===== src/rtl/lsu_byte_master_if.sv =====
// lsu_byte_master_if: CPU request side and byte-wide memory bus of lsu_byte_master.
interface lsu_byte_master_if #(parameter int AW = 5);
  logic          req_i;
  logic          we_i;
  logic [31:0]   addr_i;
  logic [31:0]   wdata_i;
  logic          busy_o;
  logic          done_o;
  logic [31:0]   rdata_o;
  logic          err_o;
  logic [AW-1:0] mem_addr_o;
  logic          mem_re_o;
  logic          mem_we_o;
  logic [7:0]    mem_wdata_o;
  logic [7:0]    mem_rdata_i;
  modport master (
    input  req_i, we_i, addr_i, wdata_i, mem_rdata_i,
    output busy_o, done_o, rdata_o, err_o, mem_addr_o, mem_re_o, mem_we_o, mem_wdata_o
  );
  modport slave (
    output req_i, we_i, addr_i, wdata_i, mem_rdata_i,
    input  busy_o, done_o, rdata_o, err_o, mem_addr_o, mem_re_o, mem_we_o, mem_wdata_o
  );
endinterface


===== src/rtl/lsu_byte_master.sv =====
// lsu_byte_master: serialises one lw/sw into four little-endian byte transfers.
// Define LSU_MISALIGN_CHK_EN to reject requests with addr[1:0]!=0 via err_o.
module lsu_byte_master #(
  parameter int MEM_BYTES = 32,
  parameter int AW = $clog2(MEM_BYTES)
) (
  input logic clk_i,
  input logic rst_i,
  lsu_byte_master_if.master bus
);
  typedef enum logic [2:0] {IDLE, WR, RD, RD_TAIL, DONE} state_t;
  state_t state_q, state_d;
  logic [1:0] b_q;
  logic [AW-1:0] base_q;
  logic [31:0] wdata_q;
  logic [23:0] shadow_q;
  logic [31:0] rdata_q;
  logic misalign;
  logic accept;
  logic unused_addr;
  assign unused_addr = ^bus.addr_i[31:AW];
  assign accept = state_q == IDLE && bus.req_i;
`ifdef LSU_MISALIGN_CHK_EN
  logic err_q;
  assign misalign = bus.addr_i[1:0] != 2'b00;
  always_ff @(posedge clk_i or negedge rst_i)
    if (!rst_i) err_q <= 1'b0;
    else if (accept) err_q <= misalign;
  assign bus.err_o = state_q == DONE && err_q;
`else
  assign misalign = 1'b0;
  assign bus.err_o = 1'b0;
`endif
  always_ff @(posedge clk_i or negedge rst_i)
    if (!rst_i) begin
      state_q  <= IDLE;
      b_q      <= 2'd0;
      base_q   <= '0;
      wdata_q  <= 32'd0;
      shadow_q <= 24'd0;
      rdata_q  <= 32'd0;
    end else begin
      state_q <= state_d;
      b_q     <= (state_q == WR || state_q == RD) ? b_q + 2'd1 : 2'd0;
      if (accept) begin
        base_q  <= bus.addr_i[AW-1:0];
        wdata_q <= bus.wdata_i;
      end
      // read data lags the address by one cycle, so bytes 0..2 shift in during C2..C4
      if (state_q == RD && b_q != 2'd0) shadow_q <= {bus.mem_rdata_i, shadow_q[23:8]};
      if (state_q == RD_TAIL) rdata_q <= {bus.mem_rdata_i, shadow_q};
    end
  always_comb begin
    state_d = state_q;
    case (state_q)
      IDLE:    if (bus.req_i) state_d = misalign ? DONE : (bus.we_i ? WR : RD);
      WR:      state_d = b_q == 2'd3 ? DONE : WR;
      RD:      state_d = b_q == 2'd3 ? RD_TAIL : RD;
      RD_TAIL: state_d = DONE;
      DONE:    state_d = IDLE;
      default: state_d = IDLE;
    endcase
  end
  assign bus.busy_o      = state_q != IDLE;
  assign bus.done_o      = state_q == DONE;
  assign bus.mem_we_o    = state_q == WR;
  assign bus.mem_re_o    = state_q == RD;
  assign bus.mem_addr_o  = (bus.mem_we_o || bus.mem_re_o) ? base_q + AW'(b_q) : '0;
  assign bus.mem_wdata_o = bus.mem_we_o ? 8'(wdata_q >> {b_q, 3'b000}) : 8'd0;
  assign bus.rdata_o     = rdata_q;
endmodule


===== src/flat_wrapper.sv =====
// flat-port wrapper written by rule: the top's interface ports become plain ports
module lsu_byte_master_flat 
#(
  parameter int MEM_BYTES = 32,
  parameter int AW = $clog2(MEM_BYTES)
)
  (clk_i, rst_i, bus_req_i, bus_we_i, bus_addr_i, bus_wdata_i, bus_mem_rdata_i, bus_busy_o, bus_done_o, bus_rdata_o, bus_err_o, bus_mem_addr_o, bus_mem_re_o, bus_mem_we_o, bus_mem_wdata_o);
  lsu_byte_master_if #(.AW(AW)) bus_i ();
  input logic clk_i;
  input logic rst_i;
  input wire logic [$bits(bus_i.req_i)-1:0] bus_req_i;
  input wire logic [$bits(bus_i.we_i)-1:0] bus_we_i;
  input wire logic [$bits(bus_i.addr_i)-1:0] bus_addr_i;
  input wire logic [$bits(bus_i.wdata_i)-1:0] bus_wdata_i;
  input wire logic [$bits(bus_i.mem_rdata_i)-1:0] bus_mem_rdata_i;
  output wire logic [$bits(bus_i.busy_o)-1:0] bus_busy_o;
  output wire logic [$bits(bus_i.done_o)-1:0] bus_done_o;
  output wire logic [$bits(bus_i.rdata_o)-1:0] bus_rdata_o;
  output wire logic [$bits(bus_i.err_o)-1:0] bus_err_o;
  output wire logic [$bits(bus_i.mem_addr_o)-1:0] bus_mem_addr_o;
  output wire logic [$bits(bus_i.mem_re_o)-1:0] bus_mem_re_o;
  output wire logic [$bits(bus_i.mem_we_o)-1:0] bus_mem_we_o;
  output wire logic [$bits(bus_i.mem_wdata_o)-1:0] bus_mem_wdata_o;
  assign bus_i.req_i = bus_req_i;
  assign bus_i.we_i = bus_we_i;
  assign bus_i.addr_i = bus_addr_i;
  assign bus_i.wdata_i = bus_wdata_i;
  assign bus_i.mem_rdata_i = bus_mem_rdata_i;
  assign bus_busy_o = bus_i.busy_o;
  assign bus_done_o = bus_i.done_o;
  assign bus_rdata_o = bus_i.rdata_o;
  assign bus_err_o = bus_i.err_o;
  assign bus_mem_addr_o = bus_i.mem_addr_o;
  assign bus_mem_re_o = bus_i.mem_re_o;
  assign bus_mem_we_o = bus_i.mem_we_o;
  assign bus_mem_wdata_o = bus_i.mem_wdata_o;
  lsu_byte_master #(.MEM_BYTES(MEM_BYTES), .AW(AW)) u_core (.clk_i(clk_i), .rst_i(rst_i), .bus(bus_i));
endmodule

===== config.mk =====
export PLATFORM = sky130hd
export DESIGN_NAME = lsu_byte_master_flat
export DESIGN_NICKNAME = d
export VERILOG_FILES = /design/src/rtl/lsu_byte_master_if.sv /design/src/rtl/lsu_byte_master.sv /design/src/flat_wrapper.sv
export SDC_FILE = /design/constraint.sdc
export NUM_CORES = 1
export LEC_CHECK = 0
export CAP_MARGIN = 5
export CORE_MARGIN = 2
export CORE_UTILIZATION = 47
export DETAILED_ROUTE_END_ITERATION = 12
export PLACE_DENSITY = 0.89
export SLEW_MARGIN = 15
export SYNTH_ARGS = -nofsm -noshare
export SYNTH_HDL_FRONTEND = slang
export SYNTH_SLANG_ARGS = --single-unit

===== constraint.sdc =====
create_clock -name clk_i -period 3.33 [get_ports clk_i]
set_input_delay 0.999 -clock clk_i [delete_from_list [all_inputs] [get_ports clk_i]]
set_output_delay 0.999 -clock clk_i [all_outputs]
set_load 0.05 [all_outputs]

Yosys cells after proc, flatten, opt, wreduce, memory -nomap -nowiden. Cells that the tools add are included.

Add/sub/neg operators: 2. Multipliers: 0. Div/mod/pow operators: 0. Magnitude comparators: 0. Equality and inequality tests: 6. Shift-type cells: 1. Mux-type cells: 8. Bitwise logic cells: 0. Reduce and logical (&&, ||, !) cells: 6.

Operator list (number): 32-bit by 5-bit right shift with 8-bit output (1); 3-bit case mux with 4 select lines (1); 8-bit 2-to-1 mux (1); 3-bit by 2-bit equality test with 1-bit output, second input constant (2); 3-bit 2-to-1 mux (2); 5-bit by 2-bit adder with 5-bit output (1); 5-bit 2-to-1 mux (1); 2-bit 2-to-1 mux (2); 3-bit by 1-bit equality test with 1-bit output, second input constant (1); 3-bit equality test, second input constant (1); 3-bit logical NOT (1); 3-bit nonzero test (1); 2-bit by 1-bit adder with 2-bit output, second input constant (1); 2-bit equality test, second input constant (1); 1-bit logical AND (2); 2-bit != test, second input constant (1); 2-bit nonzero test (1); 1-bit logical OR (1); 1-bit 2-to-1 mux (1).

Register bits after elaboration: 98. Bits in latches: 0. Bits in writable memories: 0. Memory bits (read-only): 0. Bits of input ports: 76. Logic and storage cells: 29. Memories kept: 0.

Depth between registers and ports, before layout.
Depth in word-level cells: 3. Mapped depth: 7.

Least setup slack after synthesis. No wires, ideal clock.

Path type: reg-to-output. From: register u_core.b_q[1]. To: output bus_mem_addr_o[4]. Arrival: 2.371 ns. Data required time: 2.331 ns. Setup slack: -0.040 ns. Stages on the path, launching flop included: 6. Cells stage by stage: dfrtp_1 clkbuf_1 inv_1 fa_1 or3_1 a21oi_1.

Word-level cells in the longest chain between the ends: 2.

RTL lines: start, declared (line lsu_byte_master.sv:13) `logic [1:0] b_q;`; start signal, assigned (line lsu_byte_master.sv:44) `b_q <= (state_q == WR || state_q == RD) ? b_q + 2'd1 : 2'd0;`; 5-bit by 2-bit adder with 5-bit output (line lsu_byte_master.sv:68) `assign bus.mem_addr_o = (bus.mem_we_o || bus.mem_re_o) ? base_q + AW'(b_q) : '0;`; 5-bit 2-to-1 mux (line lsu_byte_master.sv:68); end, declared (line flat_wrapper.sv:20) `output wire logic [$bits(bus_i.mem_addr_o)-1:0] bus_mem_addr_o;`.

Every way passes these cells.

Final worst setup path.
From: register u_core.state_q[0]. To: output bus_mem_addr_o[0].

Word-level cells in the longest chain between the ends: 3.

RTL lines: start, declared (line lsu_byte_master.sv:12) `state_t state_q, state_d;`; start signal, assigned (line lsu_byte_master.sv:43) `state_q <= state_d;`; 3-bit by 1-bit equality test with 1-bit output or 3-bit by 2-bit equality test with 1-bit output (tied branches) (line lsu_byte_master.sv:66, lsu_byte_master.sv:67); 1-bit logical OR * (line lsu_byte_master.sv:68); 5-bit 2-to-1 mux * (line lsu_byte_master.sv:68).

Every way passes the cells marked *; elsewhere a longest branch is shown, timed or not.

==> flow_metrics.env <==
export IMPL_run_status="completed"
export IMPL_cp_required_ns=2.33
export IMPL_pre_cts_ws_ns=0.557
export IMPL_cts_setup_buffers=0
export IMPL_numPlacedInstances=466
export IMPL_core_um2=8640
export IMPL_cts_resized=0
export IMPL_finalCriticalPeriod_ns=3.15
export IMPL_multi_input_area_um2=1550
export IMPL_cts_root_buffer="clkbuf_8"
export IMPL_seqCellArea_um2=2450
export IMPL_drt_iter0_drc=56
export IMPL_fp_dieW_um=98.0
export IMPL_syn2layout_area_growth_pct=29.9
export IMPL_critical_path_class="flip-flop to output port"
export IMPL_drc=0
export IMPL_die_area_um2=9600
export IMPL_cts_tree="built"
export IMPL_syn_num_nets=352
export IMPL_gp_congestion=0.721
export IMPL_ys_seq_elements=98
export IMPL_cellPowerDensity_nw_per_um2=1110
export IMPL_cts_inserted_buffers=9
export IMPL_worst_pin_slew_ns=0.527
export IMPL_dr_pass1_iters=3
export IMPL_yosysMostFrequentCell="dfrtp_1"
export IMPL_final_max_slew_viol_count=0
export IMPL_final_cells=481
export IMPL_dp_hpwl_um=5430
export IMPL_path_clk_slew_ns=0.09
export IMPL_first_global_vias=2680
export IMPL_grt_pass1_wl_um=13000
export IMPL_drt_total_wl_um=7530
export IMPL_cp_end_kind="output port"
export IMPL_insertion_delay_ns=0.35
export IMPL_synthCells=271
export IMPL_hold_buffers=0
export IMPL_clkSinkCount=98
export IMPL_holdCritPathClass="flip-flop to flip-flop"
export IMPL_antenna_left=0
export IMPL_relSlewSlack_pct=64.7
export IMPL_ir_worst_vdd_mv=0.486
export IMPL_pin_count=126
export IMPL_grt_overflow=0
export IMPL_finClkSkew_ns=0.00938
export IMPL_yosysUniqueCellTypes=28
export IMPL_grtUsageTotal_pct=16.9
export IMPL_yosysWarnings=0
export IMPL_synth_top_area_share_pct=59.1
export IMPL_finalCritPeriodShare_pct=94.7
export IMPL_layout_setup_ws_ns=0.178
export IMPL_maxCapViolCount=0
export IMPL_setup_viol=0
export IMPL_async_flop_share_pct=100
export IMPL_power_mw=5.96
export IMPL_antenna_found_initial=0
export IMPL_synth_edf_count=0
export IMPL_hold_viol=0
export IMPL_synth_yosys_seq_area_share_pct=59.1
export IMPL_initial_core_util_pct=48.1
export IMPL_fmax_mhz=317
export IMPL_htree_levels=3
export IMPL_tns_ns=0
export IMPL_p_leak_nw=2.35
export IMPL_netlist_top_cells_area="dfrtp_1, mux2_2, mux4_2"
export IMPL_vias=2459
export IMPL_path_max_fanout=11
export IMPL_drive_gt1_share_pct=35.7
export IMPL_synth_cell_area_um2=4150
export IMPL_yosys_top_cells_count="dfrtp_1, mux2_2, nor2b_1"
export IMPL_die_h_um=98.0
export IMPL_yosys_area_top_type="dfrtp_1"
export IMPL_via_per_inst=5.11
export IMPL_avgSynthCellArea_um2=15.3
export IMPL_wl_per_cell_um=15.6
export IMPL_nFillCells=686
export IMPL_ys_flop_type="dfrtp_1"
export IMPL_grt_start_max_net_pins=59
export IMPL_finish_net_count=450
export IMPL_rows=34
export IMPL_antenna_cells=0
export IMPL_cp_arrival_ns=2.15
export IMPL_rsz0062_at_grt="false"
export IMPL_numPortBuffers=97
export IMPL_worst_setup_path_start_kind="flip-flop"
export IMPL_cts_buffer_depth=2
==> critical path, cell delays in order (launching register included) <==
cell	delay (ns)
dfrtp_1	0.59
xor2_1	0.18
nand2b_1	0.10
nor2_1	0.12
clkdlybuf4s50_1	0.82
==> worst paths after layout <==
kind / start / endpoint / slack [ns] / cells after the start
setup / recovery: u_core.state_q[0] / bus_mem_addr_o[0] / 0.18 / 4
hold / removal: u_core.wdata_q[25] / u_core.wdata_q[25] / 0.49 / 1
setup reg to reg: u_core.b_q[0] / u_core.shadow_q[5] / 1.50 / 6
hold reg to reg: u_core.wdata_q[25] / u_core.wdata_q[25] / 0.49 / 1
max in group asynchronous: rst_i / u_core.wdata_q[0] / 2.01 / 2
min in group asynchronous: rst_i / u_core.wdata_q[18] / 0.62 / 1
==> power by group <==
group / internal [mW] / switching, mW / leakage, nW
combinational: 1.43 / 1.81 / 1.05
clock: 0.269 / 0.391 / 0.0815
sequential: 1.74 / 0.329 / 1.22
==> layer usage <==
metal	vias up	track usage, %	share of wire, %	wire [µm]
met2	38	29.9	55	4150
met3	6	2.72	2.7	206
li1	1142	-	-	-
met1	1273	20.6	41	3060
met5	-	0	0	0
met4	0	6.94	1.4	106
==> flip-flops by register name, indices dropped and copies added (netlist names) <==
register	count
u_core.shadow_q	24
u_core.wdata_q	32
u_core.b_q	2
u_core.bus.rdata_o	32
u_core.state_q	3
u_core.base_q	5
==> cell families (layout without fill, tap and decap cells) <==
family,Yosys count,after routing,synth area share (%)
AOI/OAI and AO/OA,10,10,1.36
xor gates and xnor gates,2,2,0.422
adders and majority gates,5,5,1.69
buffers and inverters,26,128,3.65
DFF,98,98,59.1
muxes,99,99,29.0
other,1,1,0.0904
and+or+nand+nor,30,30,4.67
==> through the flow <==
step / util, % / cell area [µm²] / hold slack, ns
3_5_place_dp: 60.5 / 5230 / 0.469
6_report: 62.4 / 5390 / 0.488
3_3_place_gp: 60.5 / 5230 / 0.465
2_1_floorplan: - / 4150 / 0.453
4_1_cts: 62.4 / 5390 / 0.490
5_1_grt: 62.4 / 5390 / 0.503
==> area by class of cell <==
class                   count  area share, %
repair buffers            104           19.5
multi-input cells         147           28.8
well taps                 108           2.51
clock inverters             6          0.789
inverters                   9          0.627
flip-flops and latches     98           45.5
clock buffers               9           2.30
==> placed cells by master (no fill, tap or decap) <==
| master | Yosys | layout |
|---|---|---|
| dfrtp_1 | 98 | 98 |
| mux2_2 | 85 | 85 |
| clkdlybuf4s50_1 | 0 | 83 |
| buf_4 | 4 | 16 |
| inv_1 | 9 | 9 |
| nor2b_1 | 10 | 9 |
| clkbuf_8 | 0 | 9 |
| mux4_2 | 8 | 8 |
| nor2_1 | 6 | 6 |
| mux2_1 | 6 | 6 |
| buf_12 | 0 | 5 |
| o21ai_0 | 4 | 4 |
| ha_1 | 4 | 4 |
| or3_1 | 3 | 3 |
| a21oi_1 | 4 | 3 |
| nand2_1 | 3 | 3 |
| xor2_1 | 2 | 2 |
| nor3b_1 | 2 | 2 |
| clkinv_2 | 0 | 2 |
| clkinvlp_4 | 0 | 2 |
| nor3b_2 | 1 | 1 |
| nand2b_1 | 1 | 1 |
| or3b_1 | 1 | 1 |
| a21oi_2 | 0 | 1 |
| nor2b_2 | 0 | 1 |
| nor4b_4 | 1 | 1 |
| nor3_1 | 1 | 1 |
| a211oi_1 | 1 | 1 |
| a2111oi_0 | 1 | 1 |
| nand3b_1 | 1 | 1 |
| fa_1 | 1 | 1 |
| conb_1 | 1 | 1 |
| inv_6 | 0 | 1 |
| clkinv_4 | 0 | 1 |
No activity file was read; power rests on OpenSTA's default activity.
